**src/rtl/mpmc11_app_rd_data_collect.sv**
```systemverilog
// Collects DDR app read beats into lines using the burst length queued per read
// command, and hands completed lines plus tags to the port over valid/ready.
module mpmc11_app_rd_data_collect #(
  parameter int DW        = 128,
  parameter int MAX_BEATS = 4,
  parameter int TAGW      = 8,
  parameter int QDEPTH    = 4
) (
  input  logic                    clk,
  input  logic                    rst,
  input  logic                    cmd_accept,
  input  logic [TAGW-1:0]         cmd_tag,
  input  logic [5:0]              cmd_burst_len,
  input  logic                    rd_data_valid,
  input  logic                    rd_data_end,
  input  logic [DW-1:0]           rd_data,
  output logic                    line_valid,
  input  logic                    line_ready,
  output logic [DW*MAX_BEATS-1:0] line_data,
  output logic [TAGW-1:0]         line_tag,
  output logic                    q_full,
  output logic                    busy,
  output logic                    err_orphan,
  output logic                    err_end,
  output logic                    err_ovf,
  output logic                    err_qovf
);

  localparam int         BW     = (MAX_BEATS > 1) ? $clog2(MAX_BEATS) : 1;
  localparam int         QAW    = (QDEPTH > 1) ? $clog2(QDEPTH) : 1;
  localparam logic [5:0] MAXIDX = 6'(MAX_BEATS - 1);

  typedef enum logic {IDLE, COLLECT} state_t;

  logic [TAGW-1:0] r_q_tag  [QDEPTH];
  logic [BW-1:0]   r_q_blen [QDEPTH];
  logic [QAW-1:0]  r_q_wp, r_q_rp;
  logic [QAW:0]    r_q_cnt;

  state_t          r_state, w_state_nxt;
  logic [BW-1:0]   r_burst_cnt, w_cnt_nxt;
  logic [DW-1:0]   r_asm [MAX_BEATS];
  logic [DW*MAX_BEATS-1:0] w_line;

  logic [DW*MAX_BEATS-1:0] r_ob_data [2];
  logic [TAGW-1:0]         r_ob_tag  [2];
  logic                    r_ob_wp, r_ob_rp;
  logic [1:0]              r_ob_cnt;

  logic            w_q_empty, w_q_full, w_beat, w_last, w_push, w_pop;
  logic            w_xfer, w_ob_push, w_ob_full;
  logic [BW-1:0]   w_blen, w_head_blen;
  logic [TAGW-1:0] w_head_tag;

  assign w_q_empty   = (r_q_cnt == '0);
  assign w_q_full    = (r_q_cnt == (QAW+1)'(QDEPTH));
  assign w_head_blen = r_q_blen[r_q_rp];
  assign w_head_tag  = r_q_tag[r_q_rp];
  assign w_beat      = rd_data_valid && !w_q_empty;
  assign w_last      = w_beat && (r_burst_cnt == w_head_blen);
  assign w_pop       = w_last;
  // A pop in the same cycle frees the slot, so a push at full is still legal then.
  assign w_push      = cmd_accept && (!w_q_full || w_pop);
  assign w_blen      = (cmd_burst_len > MAXIDX) ? BW'(MAXIDX) : BW'(cmd_burst_len);

  assign w_ob_full   = (r_ob_cnt == 2'd2);
  assign w_xfer      = line_valid && line_ready;
  assign w_ob_push   = w_last && (!w_ob_full || w_xfer);

  assign line_valid  = (r_ob_cnt != 2'd0);
  assign line_data   = r_ob_data[r_ob_rp];
  assign line_tag    = r_ob_tag[r_ob_rp];
  assign q_full      = w_q_full;
  assign busy        = !w_q_empty || (r_state == COLLECT) || line_valid;

  always_ff @(posedge clk) begin
    if (w_push) begin
      r_q_tag[r_q_wp]  <= cmd_tag;
      r_q_blen[r_q_wp] <= w_blen;
    end
  end

  always_ff @(posedge clk or posedge rst) begin
    if (rst) begin
      r_q_wp  <= '0;
      r_q_rp  <= '0;
      r_q_cnt <= '0;
    end else begin
      if (w_push) r_q_wp <= r_q_wp + 1'b1;
      if (w_pop)  r_q_rp <= r_q_rp + 1'b1;
      case ({w_push, w_pop})
        2'b10:   r_q_cnt <= r_q_cnt + 1'b1;
        2'b01:   r_q_cnt <= r_q_cnt - 1'b1;
        default: r_q_cnt <= r_q_cnt;
      endcase
    end
  end

  always_ff @(posedge clk or posedge rst) begin
    if (rst) begin
      r_state     <= IDLE;
      r_burst_cnt <= '0;
    end else begin
      r_state     <= w_state_nxt;
      r_burst_cnt <= w_cnt_nxt;
    end
  end

  always_comb begin
    w_state_nxt = r_state;
    w_cnt_nxt   = r_burst_cnt;
    if (w_beat) begin
      if (w_last) begin
        w_state_nxt = IDLE;
        w_cnt_nxt   = '0;
      end else begin
        w_state_nxt = COLLECT;
        w_cnt_nxt   = r_burst_cnt + 1'b1;
      end
    end
  end

  // The first beat of a line zeroes the higher slots so short reads pad with 0.
  always_comb begin
    w_line = '0;
    for (int i = 0; i < MAX_BEATS; i++) begin
      if (BW'(i) == r_burst_cnt)
        w_line[i*DW +: DW] = rd_data;
      else if (r_burst_cnt == '0)
        w_line[i*DW +: DW] = '0;
      else
        w_line[i*DW +: DW] = r_asm[i];
    end
  end

  always_ff @(posedge clk) begin
    if (w_beat) begin
      for (int i = 0; i < MAX_BEATS; i++)
        r_asm[i] <= w_line[i*DW +: DW];
    end
  end

  always_ff @(posedge clk or posedge rst) begin
    if (rst) begin
      for (int i = 0; i < 2; i++) begin
        r_ob_data[i] <= '0;
        r_ob_tag[i]  <= '0;
      end
      r_ob_wp  <= 1'b0;
      r_ob_rp  <= 1'b0;
      r_ob_cnt <= 2'd0;
    end else begin
      if (w_ob_push) begin
        r_ob_data[r_ob_wp] <= w_line;
        r_ob_tag[r_ob_wp]  <= w_head_tag;
        r_ob_wp            <= ~r_ob_wp;
      end
      if (w_xfer) r_ob_rp <= ~r_ob_rp;
      case ({w_ob_push, w_xfer})
        2'b10:   r_ob_cnt <= r_ob_cnt + 1'b1;
        2'b01:   r_ob_cnt <= r_ob_cnt - 1'b1;
        default: r_ob_cnt <= r_ob_cnt;
      endcase
    end
  end

  always_ff @(posedge clk or posedge rst) begin
    if (rst) begin
      err_orphan <= 1'b0;
      err_end    <= 1'b0;
      err_ovf    <= 1'b0;
      err_qovf   <= 1'b0;
    end else begin
      if (rd_data_valid && w_q_empty)                              err_orphan <= 1'b1;
      if (w_beat && (rd_data_end != (r_burst_cnt == w_head_blen))) err_end    <= 1'b1;
      if (w_last && w_ob_full && !w_xfer)                          err_ovf    <= 1'b1;
      if (cmd_accept && w_q_full && !w_pop)                        err_qovf   <= 1'b1;
    end
  end

endmodule

```
**config.mk**
```make
export PLATFORM = sky130hd
export DESIGN_NAME = mpmc11_app_rd_data_collect
export DESIGN_NICKNAME = d
export VERILOG_FILES = /design/src/rtl/mpmc11_app_rd_data_collect.sv
export SDC_FILE = /design/constraint.sdc
export NUM_CORES = 2
export LEC_CHECK = 0
export ABC_AREA = 1
export CORE_AREA = 2 2 362 364
export DETAILED_ROUTE_END_ITERATION = 12
export DIE_AREA = 0 0 364 366
export PLACE_DENSITY_LB_ADDON = 0.25
export SYNTH_ARGS = -nofsm -noshare
export SYNTH_HDL_FRONTEND = slang
export SYNTH_SLANG_ARGS = --single-unit
```
**constraint.sdc**
```tcl
create_clock -name clk -period 44.3 [get_ports clk]
set_clock_uncertainty 0.1 [all_clocks]
set_input_delay 8.86 -clock clk [delete_from_list [all_inputs] [get_ports clk]]
set_output_delay 8.86 -clock clk [all_outputs]
set_load 0.005 [all_outputs]
```
==> impl_table.tex <==
\begin{tabular}{lr}
\hline
Metric & Value \\
\hline
\multicolumn{2}{l}{\textbf{Status}} \\
Result of the run & finished, violations left \\
Failing checks & slew limit \\
\multicolumn{2}{l}{\textbf{Placed design}} \\
Post-DP HPWL & 115 mm \\
Count of buffers from port buffering & 674 \\
Global placer's final weighted congestion & 0.841 \\
Number of placed cells counting well taps & 9561 \\
Post-detailed-placement cell area & 76500 µm² \\
\multicolumn{2}{l}{\textbf{STA}} \\
Headroom to the max-slew limit & -0.0153 \\
Setup Viol. Count Final & 0 \\
Slew at the pin closest to its max-slew limit & 1.52 ns \\
Maximum frequency from static timing analysis & 66.1 MHz \\
Min Tclk post-route & 15.14 ns \\
Final Hold Viols & 0 \\
Setup repair after global routing missed its margin & no \\
Number of pins with negative max-slew slack in the final report & 36 \\
Setup TNS & 0 ns \\
Share of the clock period used by the worst path & 0.342 \\
\multicolumn{2}{l}{\textbf{Clock tree}} \\
Number of clock buffers inserted by TritonCTS & 166 \\
Hold buffer count at cts & 0 \\
H-tree levels & 4 \\
Clock tree from TritonCTS & built \\
Clock latency at the later pin of the worst-skew pair & 0.81 ns \\
Cell at the root of the clock tree & sky130\_fd\_sc\_hd\_\_clkbuf\_16 \\
CTS sink cnt & 1610 \\
Clock edge transition at the registers on the reported setup and hold paths & 0.06 ns \\
Buffer depth of the longest clock path & 3 \\
Post-CTS setup buffers & 0 \\
Post-CTS sizing & 0 \\
\multicolumn{2}{l}{\textbf{Routing}} \\
Total number of vias & 55800 \\
Via density per instance & 5.65 \\
Sum of routed wire length over all layers & 197 mm \\
Wire per inst & 20.0 µm \\
Final ANT Viol Nets & 0 \\
Pre-Repair DR Iteration Count & 8 \\
Count of unresolved DRC violations after routing & 0 \\
Drt initial violations & 7119 \\
\multicolumn{2}{l}{\textbf{Power}} \\
Leakage power figure & 35.5 nW \\
Internal power component & 4.12 mW \\
Clock power frac & 0.210 \\
Combinational share of power & 0.410 \\
Power per cell area & 82.0 nW/µm² \\
Total Power Consumption & 6.73 mW \\
Fraction of power spent switching nets & 0.388 \\
Worst IR Drop VDD & 81.5 µV \\
Relative contribution of sequential cells to total power & 0.380 \\
Net Switching & 2.61 mW \\
\multicolumn{2}{l}{\textbf{Synth}} \\
Share of flip-flops with an asynchronous set or reset after synthesis & 0.657 \\
Average size of a mapped cell & 9.06 µm² \\
Cells after Synth & 7650 \\
Cell variety after synth & 30 \\
Most area-consuming cells after synthesis & sky130\_fd\_sc\_hd\_\_dfrtp\_1 38\%, sky130\_fd\_sc\_hd\_\_edfxtp\_1 24\%, sky130\_fd\_sc\_hd\_\_o21ai\_0 15\% \\
Sequential share of the synthesized area & 0.621 \\
Nets in the synthesized netlist & 7808 \\
Most area-hungry cell type in the Yosys netlist & sky130\_fd\_sc\_hd\_\_dfrtp\_1 \\
Area share of the largest cell type after synthesis & 0.382 \\
Post-synth EDFFs & 552 \\
Flops \& latches, synth & 1610 \\
Post-synthesis instance area & 69300 µm² \\
YS warnings & 0 \\
Most frequently used flop master after synthesis & sky130\_fd\_sc\_hd\_\_dfrtp\_1 \\
\multicolumn{2}{l}{\textbf{Setup path}} \\
Max stage delay cell, worst path & sky130\_fd\_sc\_hd\_\_nor2\_4 \\
Cell repeated most along the worst path & sky130\_fd\_sc\_hd\_\_buf\_4 \\
List of cells traversed by the critical path & clkdlybuf4s50\_1, inv\_1, nor2\_4, buf\_12, nand3\_2, inv\_2, nand2\_8, nor2\_4, buf\_4, buf\_4, buf\_4, buf\_4, o21ai\_0 \\
Crit path largest cell delay & 1.00 ns \\
Number of cells on the critical path & 13 \\
Max Fanout on Critical Path & 140 \\
Type of element launching the critical path & primary input \\
Worst endpoint required time & 44.82 ns \\
Top delay family on crit path & buffers and inverters \\
Critical Setup Path Class & primary input to flop \\
Data arrival time at the worst-slack endpoint & 15.66 ns \\
WP buf/inv & 8 \\
Reg2Reg Depth & 15 \\
Worst Setup End Kind & flop \\
\multicolumn{2}{l}{\textbf{Finish}} \\
Area taken by multi-input logic gates & 21300 µm² \\
Nets & 8145 \\
Storage element area & 43100 µm² \\
Area growth from synthesis to layout & 18.3\% \\
Final Instance Count excl. Fillers & 9875 \\
Layout filler cell count & 10400 \\
Share of cells above drive strength 1 & 0.0397 \\
Final std cell area, no fill & 82000 µm² \\
Utilization of the core after routing & 0.636 \\
\multicolumn{2}{l}{\textbf{Floorplan}} \\
Effective utilization at floorplan & 0.537 \\
Floorplan Core Area & 129000 µm² \\
Number of core rows & 132 \\
IO Count & 675 \\
Area of the die & 133000 µm² \\
Die boundary width & 364 µm \\
Die Y-Extent & 366 µm \\
\multicolumn{2}{l}{\textbf{Run}} \\
Maximum Capacitance Violations & 0 \\
\multicolumn{2}{l}{\textbf{Global routing}} \\
Aggregate global routing overflow & 0 \\
Maximum number of pins on one net before global-route repair & 233 \\
Global routing usage summed across all routing layers & 0.292 \\
Wire length of the first global-routing pass & 307 mm \\
Number of antenna violations at the first check in global routing & 2 \\
Number of global-route vias before repair & 52700 \\
\multicolumn{2}{l}{\textbf{Min path}} \\
Number of cells traversed by the worst hold path & 1 \\
Type of the worst min-delay path & flop to flop \\
\hline
\end{tabular}
## metrics by stage
stage          setup WS, ns  hold slack, ns
2_1_floorplan          5.56           0.351
3_3_place_gp          28.34           0.346
3_5_place_dp          28.22           0.351
4_1_cts               29.07           0.365
5_1_grt               28.59           0.373
6_report              29.16           0.357
## synth_stat cells, types with 3 or more instances
master / instances
sky130_fd_sc_hd__inv_1: 679
sky130_fd_sc_hd__o22ai_1: 8
sky130_fd_sc_hd__nand3_1: 393
sky130_fd_sc_hd__o211ai_1: 3
sky130_fd_sc_hd__nor3_1: 3
sky130_fd_sc_hd__nor2_1: 26
sky130_fd_sc_hd__buf_1: 3
sky130_fd_sc_hd__buf_2: 100
sky130_fd_sc_hd__xor2_1: 6
sky130_fd_sc_hd__edfxtp_1: 552
sky130_fd_sc_hd__o21ai_0: 2094
sky130_fd_sc_hd__nand2_1: 2238
sky130_fd_sc_hd__ha_1: 9
sky130_fd_sc_hd__buf_4: 40
sky130_fd_sc_hd__clkbuf_1: 419
sky130_fd_sc_hd__inv_2: 4
sky130_fd_sc_hd__dfrtp_1: 1058
## cell families after synthesis
family	Yosys count	synth area share
buffers and inverters	1247	0.0716
DFF	1610	0.621
AOI/OAI and AO/OA	2110	0.153
xor gates and xnor gates	7	0.000884
and+or+nand+nor	2666	0.152
adders and majority gates	10	0.00191
## state kept, by name, indices dropped and copies added, names as in the netlist
name / cells
err_orphan: 1
r_ob_tag: 16
r_ob_rp: 1
r_q_tag: 32
r_q_cnt: 3
r_ob_data: 1024
r_burst_cnt: 2
r_ob_cnt: 2
err_end: 1
r_asm: 512
err_ovf: 1
err_qovf: 1
r_q_rp: 2
r_state: 1
r_q_wp: 2
r_ob_wp: 1
r_q_blen: 8
## power groups by stage
stage	registers [mW]	clock network, mW	logic [mW]
2_1_floorplan	2.62	0	1.47
3_3_place_gp	2.55	0	2.66
3_5_place_dp	2.57	0	2.72
4_1_cts	2.55	1.43	2.75
5_1_grt	2.62	1.49	3.03
6_report	2.56	1.41	2.76
## per-layer routing
metal / global-route usage / vias to the layer above / part of all wire
met3: 0.0503 / 311 / 0.083
met4: 0.109 / 0 / 0.034
li1: - / 25700 / -
met1: 0.424 / 27200 / 0.42
met2: 0.442 / 2504 / 0.46
met5: 0 / - / 0
## cells in the final DEF, fill, tap and decap left out, types with 2 or more instances in the layout
cell and instances:
sky130_fd_sc_hd__ha_1 9, sky130_fd_sc_hd__bufinv_16 11, sky130_fd_sc_hd__dfrtp_1 1057, sky130_fd_sc_hd__inv_1 675, sky130_fd_sc_hd__nor2_4 2, sky130_fd_sc_hd__nand2_1 2238
sky130_fd_sc_hd__clkbuf_1 48, sky130_fd_sc_hd__nor3_1 3, sky130_fd_sc_hd__inv_6 8, sky130_fd_sc_hd__clkinv_16 2, sky130_fd_sc_hd__clkinv_1 16, sky130_fd_sc_hd__inv_2 3
sky130_fd_sc_hd__buf_12 10, sky130_fd_sc_hd__clkbuf_16 168, sky130_fd_sc_hd__edfxtp_1 552, sky130_fd_sc_hd__o22ai_1 8, sky130_fd_sc_hd__a21oi_1 2, sky130_fd_sc_hd__nand4_1 2
sky130_fd_sc_hd__clkinvlp_4 4, sky130_fd_sc_hd__clkinv_2 20, sky130_fd_sc_hd__clkinv_8 3, sky130_fd_sc_hd__buf_4 48, sky130_fd_sc_hd__inv_8 6, sky130_fd_sc_hd__nor2_1 25
sky130_fd_sc_hd__clkdlybuf4s50_1 674, sky130_fd_sc_hd__xor2_1 6, sky130_fd_sc_hd__nand3_1 393, sky130_fd_sc_hd__o211ai_1 3, sky130_fd_sc_hd__inv_16 2, sky130_fd_sc_hd__clkbuf_8 29
sky130_fd_sc_hd__o21ai_0 2094
## final timing paths
path	start	end	slack, ns
worst max-delay path	rd_data_valid	r_ob_data[953]	29.16
worst max register to register	r_q_rp[0]	r_ob_data[953]	36.85
worst min register to register	err_orphan	err_orphan	0.36
max in group asynchronous	rst	r_ob_data[51]	32.29
min in group asynchronous	rst	r_ob_tag[0]	8.54
worst min-delay path	err_orphan	err_orphan	0.36
## area by class of cell
type	instances	share of cell area
diodes	1	0.0000305
clock buffers	245	0.0583
clock inverters	68	0.00920
well taps	1742	0.0266
repair buffers	732	0.0891
inverters	684	0.0318
flip-flops and latches	1610	0.525
multi-input cells	4793	0.260
(Power assumes the default switching activity.)
